$ cat src/rtl/itcm_boot_loader_pkg.sv
// Shared boot-loader constants: flash opcode, FSM encoding and ITCM write payload.
package itcm_boot_loader_pkg;

    localparam int unsigned BYTE_W = 8;
    localparam int unsigned WORD_W = 32;

    localparam logic [BYTE_W-1:0] READ_CMD = 8'h03;

    typedef enum logic [2:0] {
        IDLE   = 3'd0,
        CMD    = 3'd1,
        ADDR   = 3'd2,
        DATA   = 3'd3,
        FINISH = 3'd4,
        DONE   = 3'd5
    } state_t;

    typedef struct packed {
        logic [WORD_W-1:0] addr;
        logic [WORD_W-1:0] data;
    } itcm_wr_t;

endpackage

$ cat src/rtl/itcm_boot_loader_spi_byte_shifter.sv
// Mode-0 SPI byte shifter: full duplex, MSB first, chains bytes with no SCK gap while 'more' is high.
module spi_byte_shifter #(
    parameter int unsigned CLK_DIV = 2
) (
    input  logic       clk,
    input  logic       rst_n,
    input  logic       start,
    input  logic       more,
    input  logic [7:0] tx_byte,
    input  logic       miso,
    output logic       sck,
    output logic       mosi,
    output logic       done_c,
    output logic       byte_end_c,
    output logic [7:0] rx_next_c
);

    localparam int unsigned DIV_W = (CLK_DIV > 1) ? $clog2(CLK_DIV) : 1;

    logic             busy;
    logic [DIV_W-1:0] div_cnt;
    logic [2:0]       bit_cnt;
    logic [6:0]       tx_sr;
    logic [6:0]       rx_sr;
    logic             tick;

    assign tick       = busy && (div_cnt == DIV_W'(CLK_DIV - 1));
    assign done_c     = tick && !sck && (bit_cnt == 3'd7);
    assign byte_end_c = tick && sck && (bit_cnt == 3'd7);
    assign rx_next_c  = {rx_sr, miso};

    // tx_sr holds only the bits still to be sent; the current bit already sits on mosi
    always_ff @(posedge clk) begin
        if (!rst_n) begin
            busy    <= 1'b0;
            div_cnt <= '0;
            bit_cnt <= '0;
            tx_sr   <= '0;
            rx_sr   <= '0;
            sck     <= 1'b0;
            mosi    <= 1'b0;
        end else if (!busy) begin
            if (start) begin
                busy    <= 1'b1;
                div_cnt <= '0;
                bit_cnt <= '0;
                sck     <= 1'b0;
                tx_sr   <= tx_byte[6:0];
                mosi    <= tx_byte[7];
            end
        end else if (!tick) begin
            div_cnt <= div_cnt + DIV_W'(1);
        end else begin
            div_cnt <= '0;
            if (!sck) begin
                sck   <= 1'b1;
                rx_sr <= rx_next_c[6:0];
            end else begin
                sck <= 1'b0;
                if (bit_cnt == 3'd7) begin
                    bit_cnt <= '0;
                    if (more) begin
                        tx_sr <= tx_byte[6:0];
                        mosi  <= tx_byte[7];
                    end else begin
                        busy <= 1'b0;
                        mosi <= 1'b0;
                    end
                end else begin
                    bit_cnt <= bit_cnt + 3'd1;
                    mosi    <= tx_sr[6];
                    tx_sr   <= {tx_sr[5:0], 1'b0};
                end
            end
        end
    end

endmodule

$ cat src/rtl/itcm_boot_loader.sv
// Copies a flash image into ITCM over SPI READ, holding the core in reset until the copy completes.
module itcm_boot_loader #(
    parameter logic [23:0] FLASH_BASE = 24'h000000,
    parameter int unsigned WORD_COUNT = 1024,
    parameter int unsigned CLK_DIV    = 2
) (
    input  logic        clk_in,
    input  logic        rst_n,
    output logic        spi_cs_pin,
    output logic        spi_clk_pin,
    output logic        spi_mosi_pin,
    input  logic        spi_miso_pin,
    output logic [31:0] itcm_wr_addr,
    output logic [31:0] itcm_wr_data,
    output logic        itcm_wren,
    output logic        core_rst_n,
    output logic        boot_done
);

    import itcm_boot_loader_pkg::*;

    state_t     state, next_state;
    itcm_wr_t   wr;
    logic [1:0] hdr_idx;
    logic [1:0] byte_sel;
    logic [16:0] word_idx;
    logic        last_seen;
    logic [23:0] word_buf;
    logic [7:0]  tx_byte_c;
    logic        start_c;
    logic        more_c;
    logic        done_c;
    logic        byte_end_c;
    logic [7:0]  rx_next_c;

    spi_byte_shifter #(
        .CLK_DIV (CLK_DIV)
    ) u_shifter (
        .clk        (clk_in),
        .rst_n      (rst_n),
        .start      (start_c),
        .more       (more_c),
        .tx_byte    (tx_byte_c),
        .miso       (spi_miso_pin),
        .sck        (spi_clk_pin),
        .mosi       (spi_mosi_pin),
        .done_c     (done_c),
        .byte_end_c (byte_end_c),
        .rx_next_c  (rx_next_c)
    );

    always_ff @(posedge clk_in) begin
        if (!rst_n) state <= IDLE;
        else        state <= next_state;
    end

    // tx_byte_c is the byte loaded at the next byte boundary, so it selects one byte ahead
    always_comb begin
        next_state = state;
        tx_byte_c  = 8'h00;
        start_c    = 1'b0;
        more_c     = 1'b1;
        case (state)
            IDLE: begin
                tx_byte_c  = READ_CMD;
                start_c    = 1'b1;
                next_state = CMD;
            end
            CMD: begin
                tx_byte_c = FLASH_BASE[23:16];
                if (byte_end_c) next_state = ADDR;
            end
            ADDR: begin
                if (hdr_idx == 2'd0)      tx_byte_c = FLASH_BASE[15:8];
                else if (hdr_idx == 2'd1) tx_byte_c = FLASH_BASE[7:0];
                if (byte_end_c && (hdr_idx == 2'd2)) next_state = DATA;
            end
            DATA: begin
                more_c = !last_seen;
                if (byte_end_c && last_seen) next_state = FINISH;
            end
            FINISH: begin
                more_c     = 1'b0;
                next_state = DONE;
            end
            DONE:    more_c = 1'b0;
            default: next_state = IDLE;
        endcase
    end

    always_ff @(posedge clk_in) begin
        if (!rst_n) begin
            spi_cs_pin <= 1'b1;
            itcm_wren  <= 1'b0;
            wr         <= '0;
            core_rst_n <= 1'b0;
            boot_done  <= 1'b0;
            hdr_idx    <= '0;
            byte_sel   <= '0;
            word_idx   <= '0;
            last_seen  <= 1'b0;
            word_buf   <= '0;
        end else begin
            itcm_wren  <= 1'b0;
            spi_cs_pin <= !(next_state inside {CMD, ADDR, DATA, FINISH});
            core_rst_n <= (state == DONE);
            boot_done  <= (state == DONE);
            if ((state == ADDR) && byte_end_c) hdr_idx <= hdr_idx + 2'd1;
            // little-endian packing: earlier bytes shift down toward bit 0
            if ((state == DATA) && done_c) begin
                byte_sel <= byte_sel + 2'd1;
                if (byte_sel == 2'd3) begin
                    itcm_wren <= 1'b1;
                    wr.addr   <= 32'(word_idx);
                    wr.data   <= {rx_next_c, word_buf};
                    word_idx  <= word_idx + 17'd1;
                    if (word_idx == 17'(WORD_COUNT - 1)) last_seen <= 1'b1;
                end else begin
                    word_buf <= {rx_next_c, word_buf[23:8]};
                end
            end
        end
    end

    assign itcm_wr_addr = wr.addr;
    assign itcm_wr_data = wr.data;

endmodule

$ cat config.mk
export PLATFORM = sky130hd
export DESIGN_NAME = itcm_boot_loader
export DESIGN_NICKNAME = d
export VERILOG_FILES = /design/src/rtl/itcm_boot_loader_pkg.sv /design/src/rtl/itcm_boot_loader_spi_byte_shifter.sv /design/src/rtl/itcm_boot_loader.sv
export SDC_FILE = /design/constraint.sdc
export NUM_CORES = 1
export LEC_CHECK = 0
export ABC_AREA = 1
export CORE_ASPECT_RATIO = 1.4
export CORE_MARGIN = 2
export CORE_UTILIZATION = 45
export CTS_CLUSTER_DIAMETER = 100
export CTS_CLUSTER_SIZE = 24
export DETAILED_ROUTE_END_ITERATION = 7
export HOLD_SLACK_MARGIN = 0.05
export PLACE_DENSITY = 0.67
export SETUP_SLACK_MARGIN = 0.02
export SYNTH_ARGS = -nofsm -noshare
export SYNTH_HDL_FRONTEND = slang
export SYNTH_SLANG_ARGS = --single-unit
$ cat constraint.sdc
create_clock -name clk_in -period 1.89 [get_ports clk_in]
set_input_delay 0.2835 -clock clk_in [delete_from_list [all_inputs] [get_ports clk_in]]
set_output_delay 0.2835 -clock clk_in [all_outputs]
set_load 0.005 [all_outputs]
---- Yosys cells after proc, flatten, opt, wreduce, memory -nomap -nowiden ----
Cells that the tools add are included.
word-level totals
  word-level logic and storage cells ...... 101
  output and inout bits ................... 70
  input bits .............................. 3
  bits in registers ....................... 122
cells by class
  add/sub/neg operators ................... 5
  mux-type cells .......................... 36
  bitwise gates (word level) .............. 2
  equal/unequal tests ..................... 16
  reductions and logical operators ........ 24
operators by type and width
  operator                                                                 number
  7-bit two-way mux                                                        6
  3-bit two-way mux                                                        8
  1-bit two-way mux                                                        19
  3-bit one-hot mux with 6 select lines                                    1
  17-bit by 1-bit adder with 17-bit output, second input constant          1
  17-bit by 10-bit equality test with 1-bit output, second input constant  1
  3-bit by 2-bit equality test with 1-bit output, second input constant    4
  3-bit equality test, second input constant                               4
  1-bit logical AND                                                        9
  3-bit AND reduction                                                      3
  2-bit AND reduction                                                      4
  3-bit by 1-bit equality test with 1-bit output, second input constant    2
  2-bit by 1-bit adder with 2-bit output, second input constant            2
  2-bit equality test, second input constant                               2
  4-bit AND reduction                                                      1
  4-bit nonzero test                                                       1
  3-bit by 1-bit adder with 3-bit output, second input constant            1
  1-bit zero test                                                          3
  3-bit zero test                                                          1
  3-bit inequality test, second input constant                             1
  2-bit two-way mux                                                        1
  2-bit by 1-bit inequality test with 1-bit output, second input constant  1
  2-bit inequality test, second input constant                             1
  1-bit inverter                                                           2
  4 further kinds                                                          4

---- Depth between registers and ports, before layout ----
Gate-level depths: netlist of the first run.
  depth in word-level cells ............... 9
  depth in mapped cells ................... 10
  depth with buffers taken out ............ 9

---- By module ----
A second synthesis of the first run with hierarchy kept.
unflattened totals
  cell total of the unflattened synthesis .. 683
  area, all modules ....................... 5077.4 µm²
modules (own cells, without submodules)
  module            cells an instance  times used  seq. area each (µm²)  area each (µm²)
  itcm_boot_loader  546                1           2021.9                4086.4
  spi_byte_shifter  137                1           420.4                 991.0

---- Least setup slack after synthesis of the first run ----
OpenSTA, ideal clock, no wires.
  path type ............................... register to register
  from .................................... register u_shifter.bit_cnt[0]
  to ...................................... register wr (netlist bit itcm_wr_addr[6])
  cell stages (with the launch flop) ...... 10
  arrival ................................. 1.603 ns
  required time ........................... 1.774 ns
  setup slack ............................. 0.171 ns
  path buffers ............................ 2
  period minus slack after synthesis ...... 1.719 ns
  setup time .............................. 0.116 ns
  cell sequence ........................... dfxtp_1 -> ha_1 -> ha_1 -> inv_1 -> nor3_4 -> nand2_2 -> buf_2 -> buf_6 -> o21ai_0 -> nor2_1
on the way
  longest elaborated chain between the ends .. 4
ends and longest elaborated chain
  what                           line                                     source
  start, declared                itcm_boot_loader_spi_byte_shifter.sv:22  logic [2:0] bit_cnt;
  start signal, assigned         itcm_boot_loader_spi_byte_shifter.sv:70  bit_cnt <= bit_cnt + 3'd1;
  3-bit equality test            itcm_boot_loader_spi_byte_shifter.sv:28  assign done_c = tick && !sck && (bit_cnt == 3'd7);
  1-bit logical AND              itcm_boot_loader_spi_byte_shifter.sv:28
  1-bit logical AND              itcm_boot_loader.sv:110                  if ((state == DATA) && done_c) begin
  2-bit AND reduction (no line)  --
  end, declared                  itcm_boot_loader.sv:23                   itcm_wr_t wr;
Every way passes these cells.
A chain may end at the register's enable or synchronous reset.

---- Worst setup path in the final report of the first run ----
  from .................................... register u_shifter.bit_cnt[0]
  to ...................................... register word_buf[0]
on the way
  longest elaborated chain between the ends .. 4
ends and longest elaborated chain
  what                           line                                     source
  3-bit equality test            itcm_boot_loader_spi_byte_shifter.sv:28
  1-bit logical AND              itcm_boot_loader_spi_byte_shifter.sv:28
  1-bit logical AND              itcm_boot_loader.sv:110
  2-bit AND reduction (no line)  --
  end signal, assigned           itcm_boot_loader.sv:119                  word_buf <= {rx_next_c, word_buf[23:8]};
  end, declared                  itcm_boot_loader.sv:28                   logic [23:0] word_buf;
Every way passes these cells.

==> results of run 1 <==
-- power breakdown --
group	switching (mW)	leakage, nW	total [mW]	internal, mW
Combinational	0.0985	1.12	0.147	0.0482
Clock	1.05	0.273	3.04	1.99
Sequential	0.0152	0.985	2.61	2.59
Total	1.17	2.38	5.80	4.63
-- metal layers --
metal | vias up | part of all wire
li1 | 2239 | -
met1 | 1953 | 0.42
met2 | 83 | 0.53
met3 | 15 | 0.035
met4 | 0 | 0.018
met5 | - | 0
-- worst max path at each step --
stage,start,to,slack [ns]
after global placement,u_shifter.bit_cnt[0],word_buf[23],0.14
after detailed placement,u_shifter.bit_cnt[0],word_idx[6],0.09
after floorplan,u_shifter.bit_cnt[0],itcm_wr_addr[6],0.17
after global routing,u_shifter.bit_cnt[0],word_idx[14],0.003
after CTS,u_shifter.bit_cnt[0],word_idx[6],0.06
final,u_shifter.bit_cnt[0],word_buf[0],0.19
-- worst max-delay path, delay by kind of cell (launching register included) --
kind / cells / cell delay (ns)
AO/OA/AOI/OAI: 1 / 0.16
adder cells (fa/ha/maj): 2 / 0.33
buffers and inverters: 3 / 0.41
flip-flops: 1 / 0.34
AND/OR/NAND/NOR: 3 / 0.34
-- registers in the layout (all words and copies together) (netlist names) --
| name | count |
|---|---|
| spi_cs_pin | 1 |
| u_shifter.div_cnt | 1 |
| u_shifter.busy | 1 |
| u_shifter.tx_sr | 7 |
| itcm_wren | 1 |
| boot_done | 1 |
| word_buf | 24 |
| state | 3 |
| u_shifter.mosi | 1 |
| u_shifter.sck | 1 |
| word_idx | 17 |
| u_shifter.bit_cnt | 3 |
| itcm_wr_addr | 17 |
| hdr_idx | 2 |
| itcm_wr_data | 32 |
| last_seen | 1 |
| byte_sel | 2 |
| u_shifter.rx_sr | 7 |
-- layout make-up --
class,instances,area [sq um]
flip-flops and latches,122,2440
fillers,992,4530
clock buffers,23,468
well taps,141,176
repair buffers,76,777
inverters,34,135
multi-input cells,475,2130
clock inverters,8,95.1
-- cell usage after synthesis (all sizes together) --
cell type	n	area share
o211ai	1	0.0015
ha	5	0.013
clkbuf	18	0.014
o21a	1	0.0015
a211oi	1	0.0015
buf	29	0.047
a21oi	31	0.031
a31oi	1	0.0013
xnor2	3	0.0053
inv	34	0.026
nand3	16	0.017
o21ai	89	0.090
nand2	97	0.076
dfxtp	122	0.49
nor2	192	0.15
xor2	4	0.0071
nand4	14	0.018
nor3	4	0.0063
o22ai	1	0.0013
conb	1	0.00076
-- kinds of logic after synthesis --
group / synth area share
AO/OA/AOI/OAI: 0.129
XOR/XNOR: 0.0124
adder cells (fa/ha/maj): 0.0127
buffers and inverters: 0.0869
flip-flops: 0.495
other: 0.000760
AND/OR/NAND/NOR: 0.264
-- what timing repair did --
action | 4_1_cts | 5_1_grt
setup buffers | 0 | 0
hold endpoints to repair | 0 | 0
resized for setup | 0 | 40
endpoints found under the setup margin | 0 | 83
-- per-stage QoR --
stage | setup slack [ns] | instance area [sq um]
floorplan | 0.171 | 4990
global placement | 0.143 | 5590
detailed placement | 0.0875 | 5590
CTS | 0.0624 | 6150
global route | 0.00272 | 6230
finish | 0.188 | 6230
-- cell usage in the layout (no fill, tap or decap), drive strengths merged, types with 2 or more instances in the layout --
cell / Yosys / final
a21oi: 31 / 31
buf: 29 / 19
bufinv: 0 / 2
clkbuf: 18 / 24
clkdlybuf4s50: 0 / 56
clkinv: 0 / 4
clkinvlp: 0 / 2
conb: 1 / 15
dfxtp: 122 / 122
ha: 5 / 5
inv: 34 / 34
nand2: 97 / 97
nand3: 16 / 16
nand4: 14 / 14
nor2: 192 / 192
nor3: 4 / 4
o21ai: 89 / 89
xnor2: 3 / 3
xor2: 4 / 4
==> results_tabular.tex, run 1 <==
\begin{tabular}{lr}
\hline
Metric & Value \\
\hline
\multicolumn{2}{l}{\textbf{Setup path}} \\
Endpoint type of the worst setup path & flip-flop \\
Critical path data required time & 2.18 ns \\
Cell with the largest stage delay on the worst path & dfxtp\_2 \\
Capturing point of the worst reg2reg path & word\_buf[0] \\
Cells traversed along the worst timing path & ha\_1 > ha\_1 > inv\_1 > nor3\_4 > buf\_6 > nand2\_2 > buf\_6 > o21ai\_1 > nor2\_1 \\
Start of the worst register-to-register path & u\_shifter.bit\_cnt[0] \\
Crit path kind & flip-flop to flip-flop \\
Data arrival time of the worst path & 1.99 ns \\
Length in cells of the worst reg-to-reg path & 9 \\
Critical path's largest stage delay & 0.34 ns \\
Reg2reg setup slack & 0.19 ns \\
Crit path max fanout & 24 \\
Kind of start point of the critical path & flip-flop \\
\multicolumn{2}{l}{\textbf{Cells and area}} \\
Area Growth Syn to Fin & 26.2\% \\
Count of inserted antenna diode cells & 0 \\
Layout cells sized above 1 & 0.0786 \\
Post-route core utilization & 0.579 \\
Non-filler cells in the finished layout & 879 \\
Number of nets in the layout & 734 \\
\multicolumn{2}{l}{\textbf{Floorplanning}} \\
Core box area & 0.0108 sq mm \\
I/O Pins & 73 \\
Horiz. Die Dim & 92.5 um \\
FP Rows & 45 \\
Die area & 0.0118 sq mm \\
Die outline height & 128 um \\
Effective utilization at floorplan & 0.459 \\
\multicolumn{2}{l}{\textbf{Worst hold path}} \\
Hold crit path type & primary input to flip-flop \\
Launch point of the worst hold path & rst\_n \\
Worst min-delay path endpoint & word\_buf[10] \\
Worst hold path depth & 3 \\
\multicolumn{2}{l}{\textbf{Drt}} \\
Number of vias per cell after detailed routing & 4.88 \\
Number of antenna-violating nets in the routed design & 0 \\
Average routed wire per standard cell & 11.9 um \\
Detailed-route via count & 4,290 \\
Detailed Routing Iterations Pass 1 & 5 \\
Drt initial violations & 135 \\
Wire length after detailed routing & 10,500 um \\
Remaining design rule violation count & 0 \\
\multicolumn{2}{l}{\textbf{Synthesis}} \\
Synthesis Warnings & 0 \\
Number of synthesized register bits & 122 \\
Synthesized area per cell & 7.43 sq um \\
Syn Inst Count & 664 \\
Sequential-to-total area share from yosys stat & 0.495 \\
Number of unique standard cell types used by synthesis & 28 \\
Netlist area before placement & 0.00494 sq mm \\
\multicolumn{2}{l}{\textbf{Global routing}} \\
Grt peak-use layer & met2 \\
Met3 capacity usage during global routing & 0.0488 \\
Met1 track utilization from global routing & 0.205 \\
Total global routing track utilization & 0.185 \\
Pin count of the biggest net entering global routing & 49 \\
Wire length of the first global-routing pass & 17,500 um \\
Vias in the first global route & 3,984 \\
Met2 Usage GRT & 0.331 \\
Initial antenna violation count & 0 \\
GR Overflow Total & 0 \\
\multicolumn{2}{l}{\textbf{Job}} \\
Max\_cap viols & 0 \\
\multicolumn{2}{l}{\textbf{CTS}} \\
Clock sinks & 122 \\
Root buffer cell & clkbuf\_16 \\
Worst-path clk slew & 0.05 ns \\
Clock buffers created by TritonCTS & 17 \\
CTS tree & done \\
Insertion delay to the later sink of the worst-skew pair & 0.41 ns \\
H-tree levels & 4 \\
Hold buffers post-CTS & 0 \\
Maximum clock path buffer count & 2 \\
\multicolumn{2}{l}{\textbf{Timing}} \\
Number of failing hold endpoints at the final stage & 0 \\
Final cycle utilization of the critical path & 0.900 \\
RSZ-0062 raised after global routing & true \\
Finish-stage setup viols & 0 \\
Final worst clock skew & 0.00740 ns \\
Count of pins over their slew limit & 0 \\
Final TNS setup & 0 ns \\
Hold Slack & 0.250 ns \\
Shortest clock period the worst path allows after layout & 1.70 ns \\
Fmax & 0.588 GHz \\
\multicolumn{2}{l}{\textbf{Placed design}} \\
Count of input and output buffers & 57 \\
Cells after DPL & 847 \\
Global placer's final weighted congestion & 0.840 \\
Detailed placer's ending HPWL & 7230 um \\
\multicolumn{2}{l}{\textbf{Power}} \\
Total power after layout & 5.80 mW \\
Static power due to leakage & 2.38 nW \\
Worst vdd ir & 0.614 mV \\
Power density over the cells & 931 mW/mm\^{}2 \\
\multicolumn{2}{l}{\textbf{Run status}} \\
Status & finished clean \\
\hline
\end{tabular}
(Power assumes the default switching activity.)
==> inputs of run 2 (changes only) <==
CORE_UTILIZATION = 54   (was 45)
MAX_ROUTING_LAYER = met4   (was default)
PLACE_DENSITY = 0.79   (was 0.67)
==> run 2 against run 1 <==
Fmax down 4.8%. Register-to-register slack worse by 0.09 ns. Total power up 3.6%. Non-clock buffer count up 3. Sequential share of layout area down 0.16 points. Count of clock-buffer cells in the layout down 3. Sequential cell count unchanged. Routed wire length up 4.7%. Final cell count down 3.4%. Critical endpoint is now itcm_wr_addr[8]. Largest power group unchanged.
==> results_tabular.tex, run 2 (synthesized netlist as in run 1, its figures left out) <==
\begin{tabular}{lr}
\hline
Metric & Value \\
\hline
\multicolumn{2}{l}{\textbf{Global routing}} \\
Grt peak-use layer & met2 (unchanged) \\
Vias in the first global route & 4,052 (was 3,984) \\
Wire length of the first global-routing pass & 17,800 um (was 17,500 um) \\
Initial antenna violation count & 0 (unchanged) \\
Met3 capacity usage during global routing & 0.0638 (was 0.0488) \\
GR Overflow Total & 0 (unchanged) \\
Met2 Usage GRT & 0.397 (was 0.331) \\
Met1 track utilization from global routing & 0.245 (was 0.205) \\
Total global routing track utilization & 0.231 (was 0.185) \\
Pin count of the biggest net entering global routing & 90 (was 49) \\
\multicolumn{2}{l}{\textbf{Cells and area}} \\
Flip-flop count of the largest register, all copies and words added & 32 (unchanged) \\
Number of nets in the layout & 738 (was 734) \\
Area Growth Syn to Fin & 26.7\% (was 26.2\%) \\
Most frequent standard cell in the layout excluding fill and tap cells & nor2\_1 (unchanged) \\
Layout cells sized above 1 & 0.0849 (was 0.0786) \\
Count of inserted antenna diode cells & 0 (unchanged) \\
Non-filler cells in the finished layout & 849 (was 879) \\
Commonest cells after routing, fill and taps aside & 192 x nor2\_1, 121 x dfxtp\_1, 94 x nand2\_1, 65 x o21ai\_0, 56 x clkdlybuf4s50\_1 (was 192 x nor2\_1, 121 x dfxtp\_1, 94 x nand2\_1, 56 x clkdlybuf4s50\_1, 54 x o21ai\_0) \\
Finished Cell Area & 0.00625 sq mm (was 0.00623 sq mm) \\
\multicolumn{2}{l}{\textbf{Timing}} \\
Fmax & 0.559 GHz (was 0.588 GHz) \\
RSZ-0062 raised after global routing & true (unchanged) \\
Number of failing hold endpoints at the final stage & 0 (unchanged) \\
Final worst clock skew & 0.00750 ns (was 0.00740 ns) \\
Finish-stage setup viols & 0 (unchanged) \\
Shortest clock period the worst path allows after layout & 1.79 ns (was 1.70 ns) \\
Count of pins over their slew limit & 0 (unchanged) \\
Final cycle utilization of the critical path & 0.946 (was 0.900) \\
Final TNS setup & 0 ns (unchanged) \\
Worst slew slack as a fraction of its limit & 0.544 \\
Slew at the pin closest to its max-slew limit & 0.684 ns \\
Final setup slack of the worst path & 0.102 ns (was 0.188 ns) \\
\multicolumn{2}{l}{\textbf{Drt}} \\
Remaining design rule violation count & 0 (unchanged) \\
Wire length after detailed routing & 11,000 um (was 10,500 um) \\
Detailed-route via count & 4,445 (was 4,290) \\
Drt initial violations & 284 (was 135) \\
Detailed Routing Iterations Pass 1 & 5 (unchanged) \\
Average routed wire per standard cell & 12.9 um (was 11.9 um) \\
Number of antenna-violating nets in the routed design & 0 (unchanged) \\
Number of vias per cell after detailed routing & 5.24 (was 4.88) \\
\multicolumn{2}{l}{\textbf{Floorplanning}} \\
FP Rows & 41 (was 45) \\
I/O Pins & 73 (unchanged) \\
Effective utilization at floorplan & 0.550 (was 0.459) \\
Die outline height & 117 um (was 128 um) \\
Core box area & 0.00898 sq mm (was 0.0108 sq mm) \\
Die area & 0.00993 sq mm (was 0.0118 sq mm) \\
Horiz. Die Dim & 84.8 um (was 92.5 um) \\
\multicolumn{2}{l}{\textbf{Placed design}} \\
Cells after DPL & 809 (was 847) \\
Post-Place Setup Slack & -0.0377 ns (was 0.0875 ns) \\
Count of input and output buffers & 57 (unchanged) \\
Global placer's final weighted congestion & 0.910 (was 0.840) \\
Placed Instance Area & 0.00553 sq mm (was 0.00559 sq mm) \\
Detailed placer's ending HPWL & 7000 um (was 7230 um) \\
\multicolumn{2}{l}{\textbf{Power}} \\
Power density over the cells & 960 mW/mm\^{}2 (was 931 mW/mm\^{}2) \\
Static power due to leakage & 2.41 nW (was 2.38 nW) \\
Worst vdd ir & 0.878 mV (was 0.614 mV) \\
\multicolumn{2}{l}{\textbf{Setup path}} \\
Data arrival time of the worst path & 2.10 ns (was 1.99 ns) \\
Endpoint type of the worst setup path & flip-flop (unchanged) \\
Length in cells of the worst reg-to-reg path & 8 (was 9) \\
Start of the worst register-to-register path & u\_shifter.bit\_cnt[1] (was u\_shifter.bit\_cnt[0]) \\
Critical path data required time & 2.20 ns (was 2.18 ns) \\
Crit path max fanout & 44 (was 24) \\
Crit path kind & flip-flop to flip-flop (unchanged) \\
Kind of start point of the critical path & flip-flop (unchanged) \\
Capturing point of the worst reg2reg path & itcm\_wr\_addr[8] (was word\_buf[0]) \\
Reg2reg setup slack & 0.10 ns (was 0.19 ns) \\
\multicolumn{2}{l}{\textbf{CTS}} \\
Worst-path clk slew & 0.05 ns (about the same) \\
Clock sinks & 122 (unchanged) \\
Maximum clock path buffer count & 2 (unchanged) \\
Insertion delay to the later sink of the worst-skew pair & 0.42 ns (was 0.41 ns) \\
Hold buffers post-CTS & 0 (unchanged) \\
Clock buffers created by TritonCTS & 17 (unchanged) \\
Root buffer cell & clkbuf\_16 (unchanged) \\
H-tree levels & 4 (unchanged) \\
CTS tree & done (unchanged) \\
\multicolumn{2}{l}{\textbf{Worst hold path}} \\
Launch point of the worst hold path & rst\_n (unchanged) \\
Worst min-delay path endpoint & last\_seen (was word\_buf[10]) \\
Hold crit path type & primary input to flip-flop (unchanged) \\
Worst hold path depth & 3 (unchanged) \\
\multicolumn{2}{l}{\textbf{Job}} \\
Max\_cap viols & 0 (unchanged) \\
\multicolumn{2}{l}{\textbf{Run status}} \\
Status & finished clean (unchanged) \\
\hline
\end{tabular}
## run 2: cell types whose count changed in the layout (fill, tap and decap cells not counted), moves of 2 or more
cell / previous run / this run
buf_4: 10 / 15
buf_6: 5 / 3
clkbuf_1: 4 / 1
clkinv_4: 0 / 3
o21ai_0: 54 / 65
o21ai_1: 32 / 24
o21ai_2: 3 / 0
## run 2: worst max-delay path, stage by stage, from the launching register on
cell and delay (ns):
dfxtp_1 0.34, ha_1 0.16, ha_2 0.18, inv_1 0.08, nor3_4 0.32, nand2_4 0.14
buf_12 0.20, o21ai_0 0.18, nor2_1 0.06
## run 2: through the flow
stage,hold WS (ns),util,power [mW]
floorplan,0.445,-,2.78
global placement,0.449,0.616,2.79
detailed placement,0.458,0.616,2.79
CTS,0.436,0.684,6.03
global route,0.481,0.697,6.20
finish,0.441,0.697,6.00
## run 2: metal layers
metal  part of all wire  wire length [um]  up-vias
li1                   -                 -     2254
met1               0.39              4290     2036
met2               0.52              5750      117
met3              0.050               554       38
met4              0.035               383        0
met5                  0                 0        -
## run 2: layout make-up
class	instances	area, sq um
multi-input cells	476	2140
inverters	34	140
repair buffers	79	797
flip-flops and latches	122	2440
clock inverters	11	146
fillers	707	2720
well taps	107	134
clock buffers	20	457
## run 2: worst max-delay path by stage
stage                    startpoint          endpoint  slack (ns)  cells after the start
2_1_floorplan  u_shifter.bit_cnt[0]   itcm_wr_addr[6]        0.17                      9
3_3_place_gp   u_shifter.bit_cnt[0]      word_buf[17]        0.06                      9
3_5_place_dp   u_shifter.bit_cnt[0]      word_buf[21]       -0.04                      9
4_1_cts        u_shifter.bit_cnt[0]      word_idx[11]        0.09                      9
5_1_grt        u_shifter.bit_cnt[0]  itcm_wr_data[14]       0.003                      8
6_report       u_shifter.bit_cnt[1]   itcm_wr_addr[8]        0.10                      8
## run 2: power by group
part	internal, mW	switching (mW)	total (mW)
Sequential	2.59	0.0142	2.61
Combinational	0.0443	0.0951	0.139
Clock	2.13	1.13	3.26
## run 2: what timing repair did
action | in CTS | in global routing
endpoints found under the setup margin | 36 | 86
resized for setup | 2 | 23
pin swaps | 1 | 3
setup buffers | 1 | 6
cloned | 0 | 2
==> inputs of run 3 (changes only) <==
CORE_UTILIZATION = 24   (was 54)
PLACE_DENSITY = 0.41   (was 0.79)
==> run 3 against run 2 <==
Core utilization down 38 points. Non-clock buffer count down 5. Global-route usage down 11 points. Critical path type unchanged.
==> results_tabular.tex, run 3 (synthesized netlist as in run 1, its figures left out) <==
\begin{tabular}{lr}
\hline
Metric & Value \\
\hline
\multicolumn{2}{l}{\textbf{Cells and area}} \\
Count of inserted antenna diode cells & 0 (unchanged) \\
Most frequent standard cell in the layout excluding fill and tap cells & nor2\_1 (unchanged) \\
Number of nets in the layout & 732 (was 738) \\
Commonest cells after routing, fill and taps aside & 191 x nor2\_1, 121 x dfxtp\_1, 94 x nand2\_1, 64 x o21ai\_0, 56 x clkdlybuf4s50\_1 (was 192 x nor2\_1, 121 x dfxtp\_1, 94 x nand2\_1, 65 x o21ai\_0, 56 x clkdlybuf4s50\_1) \\
Finished Cell Area & 0.00640 sq mm (was 0.00625 sq mm) \\
Layout cells sized above 1 & 0.0804 (was 0.0849) \\
Post-route core utilization & 0.315 (was 0.697) \\
Non-filler cells in the finished layout & 990 (was 849) \\
Flip-flop count of the largest register, all copies and words added & 32 (unchanged) \\
Area Growth Syn to Fin & 29.7\% (was 26.7\%) \\
\multicolumn{2}{l}{\textbf{Setup path}} \\
Crit path max fanout & 19 (was 44) \\
Critical path data required time & 2.19 ns (was 2.20 ns) \\
Kind of start point of the critical path & flip-flop (unchanged) \\
Crit path kind & flip-flop to flip-flop (unchanged) \\
Data arrival time of the worst path & 2.02 ns (was 2.10 ns) \\
Endpoint type of the worst setup path & flip-flop (unchanged) \\
\multicolumn{2}{l}{\textbf{Timing}} \\
Fmax & 0.584 GHz (was 0.559 GHz) \\
Final worst clock skew & 0.0115 ns (was 0.00750 ns) \\
Shortest clock period the worst path allows after layout & 1.71 ns (was 1.79 ns) \\
Count of pins over their slew limit & 0 (unchanged) \\
Finish-stage setup viols & 0 (unchanged) \\
Final cycle utilization of the critical path & 0.906 (was 0.946) \\
RSZ-0062 raised after global routing & true (unchanged) \\
Hold Slack & 0.344 ns (was 0.441 ns) \\
Number of failing hold endpoints at the final stage & 0 (unchanged) \\
Final TNS setup & 0 ns (unchanged) \\
\multicolumn{2}{l}{\textbf{Global routing}} \\
Met1 track utilization from global routing & 0.121 (was 0.245) \\
GR Overflow Total & 0 (unchanged) \\
Met2 Usage GRT & 0.203 (was 0.397) \\
Grt peak-use layer & met2 (unchanged) \\
Pin count of the biggest net entering global routing & 90 (unchanged) \\
Wire length of the first global-routing pass & 19,900 um (was 17,800 um) \\
Total global routing track utilization & 0.117 (was 0.231) \\
Met3 capacity usage during global routing & 0.0333 (was 0.0638) \\
Vias in the first global route & 4,160 (was 4,052) \\
Initial antenna violation count & 0 (unchanged) \\
\multicolumn{2}{l}{\textbf{Worst hold path}} \\
Hold crit path type & primary input to flip-flop (unchanged) \\
\multicolumn{2}{l}{\textbf{CTS}} \\
Maximum clock path buffer count & 2 (unchanged) \\
Hold buffers post-CTS & 0 (unchanged) \\
Insertion delay to the later sink of the worst-skew pair & 0.42 ns (about the same) \\
CTS tree & done (unchanged) \\
H-tree levels & 4 (unchanged) \\
Clock buffers created by TritonCTS & 17 (unchanged) \\
Clock sinks & 122 (unchanged) \\
Root buffer cell & clkbuf\_16 (unchanged) \\
Worst-path clk slew & 0.06 ns (was 0.05 ns) \\
\multicolumn{2}{l}{\textbf{Floorplanning}} \\
FP Rows & 62 (was 41) \\
Effective utilization at floorplan & 0.243 (was 0.550) \\
Core box area & 0.0203 sq mm (was 0.00898 sq mm) \\
Die outline height & 174 um (was 117 um) \\
Die area & 0.0217 sq mm (was 0.00993 sq mm) \\
Horiz. Die Dim & 125 um (was 84.8 um) \\
I/O Pins & 73 (unchanged) \\
\multicolumn{2}{l}{\textbf{Power}} \\
Sw Share & 0.201 (was 0.207) \\
Comb power frac & 0.024 (was 0.023) \\
Power density over the cells & 942 mW/mm\^{}2 (was 960 mW/mm\^{}2) \\
Worst vdd ir & 0.481 mV (was 0.878 mV) \\
Part of the power in the clock network & 0.544 (was 0.543) \\
Net switching power & 1.21 mW (was 1.24 mW) \\
Reg power frac & 0.432 (was 0.434) \\
Internal power consumption & 4.82 mW (was 4.76 mW) \\
Static power due to leakage & 2.38 nW (was 2.41 nW) \\
\multicolumn{2}{l}{\textbf{Placed design}} \\
Count of input and output buffers & 57 (unchanged) \\
Global placer's final weighted congestion & 0.877 (was 0.910) \\
Detailed placer's ending HPWL & 8180 um (was 7000 um) \\
Cells after DPL & 959 (was 809) \\
Placed Instance Area & 0.00574 sq mm (was 0.00553 sq mm) \\
\multicolumn{2}{l}{\textbf{Drt}} \\
Detailed Routing Iterations Pass 1 & 4 (was 5) \\
Number of vias per cell after detailed routing & 4.29 (was 5.24) \\
Wire length after detailed routing & 11,900 um (was 11,000 um) \\
Average routed wire per standard cell & 12.0 um (was 12.9 um) \\
Detailed-route via count & 4,252 (was 4,445) \\
Drt initial violations & 170 (was 284) \\
Remaining design rule violation count & 0 (unchanged) \\
Number of antenna-violating nets in the routed design & 0 (unchanged) \\
\multicolumn{2}{l}{\textbf{Run status}} \\
Status & finished clean (unchanged) \\
\multicolumn{2}{l}{\textbf{Job}} \\
Max\_cap viols & 0 (unchanged) \\
\hline
\end{tabular}
run 3: cell type report:
cell class              instances  area (sq um)
fillers                      2188         13900
flip-flops and latches        122          2440
multi-input cells             475          2130
repair buffers                 74           772
clock buffers                  21           480
well taps                     256           320
inverters                      34           135
clock inverters                 8           119
run 3: final timing paths:
path	to	slack [ns]	from	cells past startpoint
setup / recovery	word_buf[16]	0.18	u_shifter.bit_cnt[0]	9
hold / removal	word_idx[13]	0.34	rst_n	4
setup reg to reg	word_buf[16]	0.18	u_shifter.bit_cnt[0]	9
hold reg to reg	u_shifter.bit_cnt[1]	0.47	u_shifter.bit_cnt[1]	2
run 3: layer usage:
layer | wire length [um] | part of all wire | vias to the layer above
li1 | - | - | 2227
met5 | 0 | 0 | -
met2 | 6210 | 0.52 | 72
met4 | 357 | 0.030 | 0
met3 | 386 | 0.032 | 21
met1 | 4930 | 0.41 | 1932
run 3: timing repair:
action,in CTS,in global routing
gates resized for setup,1,28
setup buffers,0,1
endpoints found under the setup margin,1,87
gates cloned,0,1
run 3: power groups by stage:
stage	registers, mW	logic, mW	clock network (mW)
6_report	2.61	0.147	3.28
5_1_grt	2.61	0.173	3.49
4_1_cts	2.60	0.148	3.37
3_5_place_dp	2.66	0.147	0
3_3_place_gp	2.66	0.146	0
2_1_floorplan	2.65	0.128	0
run 3: metrics by stage:
step	power [mW]	worst slack, ns
after floorplan	2.78	0.171
after global placement	2.81	0.0666
after detailed placement	2.81	0.00369
after CTS	6.12	0.0272
after global routing	6.27	0.0137
final	6.03	0.179
run 3: critical path, cell delays in order, from the launching register on:
cell and delay (ns):
dfxtp_2 0.34, ha_1 0.14, ha_1 0.18, inv_1 0.09
nor3_4 0.20, buf_4 0.17, nand2_4 0.08, buf_8 0.16
o21ai_0 0.17, nor2_1 0.06
